<file path="src/rtl/pet_need_scheduler.sv">
// Need-level sequencer for the pet: owns the four 2-bit need levels, a tick
// prescaler and a round-robin decay slot. It arbitrates user restore requests
// (edge-type feed/medicine, hold-type affection/sleep) against decay.
module pet_need_scheduler #(
  parameter int TICK_DIV   = 6250000,
  parameter int SLOT_TICKS = 60,
  parameter int HOLD_TICKS = 15
) (
  input  logic       clk,
  input  logic       reset,
  input  logic       test,
  input  logic       comida,
  input  logic       medicina,
  input  logic       carino,
  input  logic       dormir,
  output logic [1:0] level_animo,
  output logic [1:0] level_hambre,
  output logic [1:0] level_sueno,
  output logic [1:0] level_salud,
  output logic       led_animo,
  output logic       led_hambre,
  output logic       led_sueno,
  output logic       led_salud,
  output logic [1:0] slot,
  output logic       tick,
  output logic       critical
);

  localparam int PW = (TICK_DIV > 1) ? $clog2(TICK_DIV) : 1;
  localparam int SW = (SLOT_TICKS > 1) ? $clog2(SLOT_TICKS) : 1;
  localparam int HW = (HOLD_TICKS > 1) ? $clog2(HOLD_TICKS) : 1;
  localparam logic [PW-1:0] PRESC_LAST = PW'(TICK_DIV - 1);
  localparam logic [SW-1:0] SLOT_LAST  = SW'(SLOT_TICKS - 1);
  localparam logic [HW-1:0] HOLD_LAST  = HW'(HOLD_TICKS - 1);

  typedef enum logic {IDLE = 1'b0, RUN = 1'b1} state_t;

  // Need index order: 0=animo, 1=hambre, 2=sueno, 3=salud (matches slot).
  state_t            r_state;
  state_t            w_state_next;
  logic              w_run;
  logic [PW-1:0]     r_presc;
  logic              r_tick;
  logic              w_tick;
  logic [SW-1:0]     r_scnt;
  logic [1:0]        r_slot;
  logic              w_slot_end;
  logic [HW-1:0]     r_hold_pet;
  logic [HW-1:0]     r_hold_sleep;
  logic              r_comida_d;
  logic              r_med_d;
  logic [3:0][1:0]   r_lvl;
  logic [3:0]        w_inc;
  logic [3:0]        w_dec;
  logic [3:0]        r_led;
  logic              r_crit;

  // Saturating level update; a simultaneous restore and decay cancel out.
  function automatic logic [1:0] next_level(input logic [1:0] lvl,
                                            input logic inc, input logic dec);
    logic [1:0] res;
    res = lvl;
    if (inc && !dec && (lvl != 2'd3))
      res = lvl + 2'd1;
    else if (dec && !inc && (lvl != 2'd0))
      res = lvl - 2'd1;
    return res;
  endfunction

  // Tick source: prescaler wrap, or every cycle while accelerated.
  assign w_tick = test | (r_presc == PRESC_LAST);

  // Prescaler and registered tick pulse; held at 0 in accelerate mode.
  always_ff @(posedge clk) begin
    if (reset) begin
      r_presc <= '0;
      r_tick  <= 1'b0;
    end else begin
      r_presc <= w_tick ? '0 : r_presc + PW'(1);
      r_tick  <= w_tick;
    end
  end

  // FSM state register.
  always_ff @(posedge clk) begin
    if (reset) r_state <= IDLE;
    else       r_state <= w_state_next;
  end

  // FSM next state: the first tick starts the run; only reset leaves RUN.
  always_comb begin
    w_state_next = r_state;
    if ((r_state == IDLE) && w_tick) w_state_next = RUN;
  end

  // FSM outputs: decay and restores are gated by RUN.
  always_comb begin
    w_run = (r_state == RUN);
  end

  // Event decode for this cycle: slot decay plus the four restore sources.
  always_comb begin
    w_slot_end = w_run && w_tick && (r_scnt == SLOT_LAST);
    w_dec      = w_slot_end ? (4'b0001 << r_slot) : 4'b0000;
    w_inc[0]   = w_run && w_tick && carino && (r_hold_pet == HOLD_LAST);
    w_inc[1]   = w_run && comida && !r_comida_d;
    w_inc[2]   = w_run && w_tick && dormir && (r_hold_sleep == HOLD_LAST);
    w_inc[3]   = w_run && medicina && !r_med_d;
  end

  // Slot-tick counter and round-robin slot pointer.
  always_ff @(posedge clk) begin
    if (reset) begin
      r_scnt <= '0;
      r_slot <= 2'd0;
    end else if (w_run && w_tick) begin
      if (w_slot_end) begin
        r_scnt <= '0;
        r_slot <= r_slot + 2'd1;
      end else begin
        r_scnt <= r_scnt + SW'(1);
      end
    end
  end

  // Hold counters: count ticks while held in RUN, clear as soon as released.
  always_ff @(posedge clk) begin
    if (reset || !w_run || !carino)
      r_hold_pet <= '0;
    else if (w_tick)
      r_hold_pet <= (r_hold_pet == HOLD_LAST) ? '0 : r_hold_pet + HW'(1);
    if (reset || !w_run || !dormir)
      r_hold_sleep <= '0;
    else if (w_tick)
      r_hold_sleep <= (r_hold_sleep == HOLD_LAST) ? '0 : r_hold_sleep + HW'(1);
  end

  // Previous-cycle copies of the edge-type requests.
  always_ff @(posedge clk) begin
    if (reset) begin
      r_comida_d <= 1'b0;
      r_med_d    <= 1'b0;
    end else begin
      r_comida_d <= comida;
      r_med_d    <= medicina;
    end
  end

  // Need level registers.
  always_ff @(posedge clk) begin
    if (reset) begin
      r_lvl <= '1;
    end else begin
      for (int i = 0; i < 4; i++)
        r_lvl[i] <= next_level(r_lvl[i], w_inc[i], w_dec[i]);
    end
  end

  // LEDs and critical flag, registered one cycle behind the levels.
  always_ff @(posedge clk) begin
    if (reset) begin
      r_led  <= 4'b0000;
      r_crit <= 1'b0;
    end else begin
      for (int i = 0; i < 4; i++)
        r_led[i] <= (r_lvl[i] != 2'd3);
      r_crit <= (r_lvl[0] == 2'd0) || (r_lvl[1] == 2'd0) ||
                (r_lvl[2] == 2'd0) || (r_lvl[3] == 2'd0);
    end
  end

  assign level_animo  = r_lvl[0];
  assign level_hambre = r_lvl[1];
  assign level_sueno  = r_lvl[2];
  assign level_salud  = r_lvl[3];
  assign led_animo    = r_led[0];
  assign led_hambre   = r_led[1];
  assign led_sueno    = r_led[2];
  assign led_salud    = r_led[3];
  assign slot         = r_slot;
  assign tick         = r_tick;
  assign critical     = r_crit;

endmodule
</file>
<file path="config.mk">
export PLATFORM = sky130hd
export DESIGN_NAME = pet_need_scheduler
export DESIGN_NICKNAME = d
export VERILOG_FILES = /design/src/rtl/pet_need_scheduler.sv
export SDC_FILE = /design/constraint.sdc
export NUM_CORES = 1
export LEC_CHECK = 0
export CAP_MARGIN = 5
export CELL_PAD_IN_SITES_DETAIL_PLACEMENT = 1
export CELL_PAD_IN_SITES_GLOBAL_PLACEMENT = 1
export CORE_MARGIN = 1
export CORE_UTILIZATION = 40
export CTS_BUF_LIST = sky130_fd_sc_hd__clkbuf_2 sky130_fd_sc_hd__clkbuf_4 sky130_fd_sc_hd__clkbuf_8
export CTS_CLUSTER_DIAMETER = 30
export DETAILED_ROUTE_END_ITERATION = 16
export GPL_TIMING_DRIVEN = 0
export MAX_ROUTING_LAYER = met4
export PLACE_DENSITY_LB_ADDON = 0.1
export SLEW_MARGIN = 20
export SYNTH_ARGS = -nofsm -noshare
export SYNTH_HDL_FRONTEND = slang
export SYNTH_SLANG_ARGS = --single-unit
</file>
<file path="constraint.sdc">
create_clock -name clk -period 2.6 [get_ports clk]
set_input_delay 0.52 -clock clk [delete_from_list [all_inputs] [get_ports clk]]
set_output_delay 0.52 -clock clk [all_outputs]
set_load 0.05 [all_outputs]
</file>
==> results.cfg, run 1 <==
[power]
power.density_nw_per_um2 = 530.5
leakagePower_nw = 1.113
peakVddDrop_mv = 0.3208

[cts]
clkTransAtPathRegs_ns = 0.11
cts_buffers = 5
htree_levels = 2
cts_resized = 0
cts_tree = yes
ctsHoldBuffers = 0
clkLatencyLatePin_ns = 0.31
cts_buffer_depth = 2
root_buffer = clkbuf_8
postCtsSetupBuffers = 0
cts_num_sinks = 56

[placed_design]
hpwl_mm = 4.296
place_ws_ns = 0.08579
place_congestion = 0.7125
io_buffers = 22

[critical_path]
cp-end-kind = register
crit_arrival_ns = 2.53
startpoint_type = register
worstPathMaxFanout = 5
regToRegSetupSlack_ns = 0.25
crit_type = register to register
worst-endpoint-required_ns = 2.78

[detailed_routing]
drt-total-wl_mm = 6.167
drt-initial-drc-count = 83
dr_wl_met2_mm = 2.974
route.detailed.wl_per_inst_um = 14.75
antenna_left = 0
dr.max_layer_used = met4
firstDrtPassIters = 6
vias_per_cell = 5.321
drc = 0
met3_length_um = 109
wl_met1_mm = 2.963
route.vias.total = 2224

[cells_and_area]
final_util_pct = 48.85
fill_cells = 771
layout_commonest_cell = dfxtp_1
nets = 353
diodes = 0
area_delta_synth_final_pct = 18.50
layout-drive-gt1-share_pct = 7.918
mostFrequentLayoutCells = dfxtp_1, nor2_1, a21oi_1, clkdlybuf4s50_1
multiInputGateArea_um2 = 1404
ff_latch_area_um2 = 1121

[logic_synthesis]
ys_ff_latch = 56
synth_top_area_share_pct = 42.83
synth_nets = 320
synth-edff-count = 0
synth_cell_types = 42
yosysTopAreaCell = dfxtp_1
synthCells = 307
synth_top_flop_cell = dfxtp_1
yosys-top-cells-area = dfxtp_1, nor2_1, xor2_1
synthArstFlopShare_pct = 0
ys_seq_area_share_pct = 42.83
ys.warnings.count = 0
syn_area_per_cell_um2 = 8.526
synth_area_um2 = 2618

[global_routing]
grt_pass1_vias = 2244
antenna_found_initial = 0
track_usage_pct = 19.05
grt_pass1_wl_mm = 10.45
grt_max_degree = 19
grt-ovfl-total = 0

[timing]
worst_pin_slew_ns = 0.5837
drv_slew = 0
hold_viol = 0
post-route-period-util_pct = 90.50
fin_tns_setup_ns = 0
fin_worst_skew_ns = 0.01058
finalSetupViolCount = 0
fmax_ghz = 0.4250
rsz0062_at_grt = false
slew_headroom_pct = 61.09
finalCriticalPeriod_ns = 2.353
setup_slack_ns = 0.2469

[floorplan]
die_width_um = 82.90
io_pins = 23
fp.dieH_um = 82.90
placementRows = 29
start_util_pct = 41.22
die_area_um2 = 6872
core-area_um2 = 6350

[worst_hold_path]
hp-class = register to register

[run]
maxCapViolations = 0

[run_status]
status = complete, no violations
[logic make-up (layout without fill, tap and decap cells)]
logic type                 count (synthesis)  after routing  share of synthesized area, %
and+or+nand+nor                          142            142                         27.92
DFF                                       56             56                         42.83
AOI/OAI and AO/OA                         53             53                         13.00
xor gates and xnor gates                  26             26                         8.699
buffers and inverters                     21             55                         3.537
adders and majority gates                  6              6                         2.868
muxes                                      3              3                         1.147
[sequential cells by signal (all words and copies together), names as in the netlist, 2 cells and up]
signal / count
level_hambre: 2
slot: 2
level_sueno: 2
r_presc: 23
r_led: 4
level_animo: 2
r_hold_sleep: 4
r_hold_pet: 4
r_scnt: 6
level_salud: 2
[stage by stage]
step	hold WS (ns)	power [mW]	cells	area, um^2
6_report	0.4846	1.646	418	3102
3_5_place_dp	0.4670	0.9717	406	2934
3_3_place_gp	0.4488	0.9711	406	2934
2_1_floorplan	0.4297	0.9396	307	2618
4_1_cts	0.4834	1.665	414	3072
5_1_grt	0.5018	1.713	418	3102
[per-layer routing]
layer	global-route usage, %	vias up
met2	31.37	19
met3	3.280	8
met5	-	-
met4	6.897	0
li1	-	1125
met1	23.50	1072
[worst max-delay path, cell delays in order (launching register included)]
cell and delay [ns]:
dfxtp_1 0.41, ha_1 0.24, nand3_1 0.13, nand2b_1 0.21
o41ai_4 0.29, buf_4 0.20, buf_4 0.12, or3b_1 0.34
a41oi_1 0.19, o21ai_0 0.10
[worst paths after layout]
kind	from	endpoint	cells after the start
setup reg to reg	r_presc[0]	level_salud[0]	9
hold reg to reg	r_scnt[1]	r_scnt[1]	2
setup / recovery	r_presc[0]	level_salud[0]	9
hold / removal	r_scnt[1]	r_scnt[1]	2
[area by class of cell]
class | instances | area share (%)
inverter | 8 | 0.9681
multi-input combinational | 230 | 45.26
tap | 77 | 3.106
clock inverter | 3 | 2.219
clock buffer | 5 | 2.219
timing repair buffer | 26 | 8.068
buffer | 13 | 2.017
sequential | 56 | 36.14
[synthesized netlist by cell type, types with 7 or more instances]
cell,number
xor2_1,16
nand4_1,11
inv_1,8
o21ai_0,9
dfxtp_1,56
nand2b_1,7
nor2_1,45
nand2_1,20
xnor2_1,10
nand3_1,20
a21oi_1,22
[power by group]
group	internal [mW]	switching [mW]	leakage [nW]
clock	0.388	0.301	0.0687
sequential	0.865	0.00509	0.453
combinational	0.0335	0.0534	0.591
total	1.29	0.359	1.11
Power figures use the tool's default switching activity.
==> run 2, diff against run 1 <==
--- a/config.mk
+++ b/config.mk
@@ -10,7 +10,6 @@
 export CELL_PAD_IN_SITES_GLOBAL_PLACEMENT = 1
 export CORE_MARGIN = 1
 export CORE_UTILIZATION = 40
-export CTS_BUF_LIST = sky130_fd_sc_hd__clkbuf_2 sky130_fd_sc_hd__clkbuf_4 sky130_fd_sc_hd__clkbuf_8
 export CTS_CLUSTER_DIAMETER = 30
 export DETAILED_ROUTE_END_ITERATION = 16
 export GPL_TIMING_DRIVEN = 0
==> results of run 2 <==
The final DEF is identical to that of run 1; final timing and power are the same.
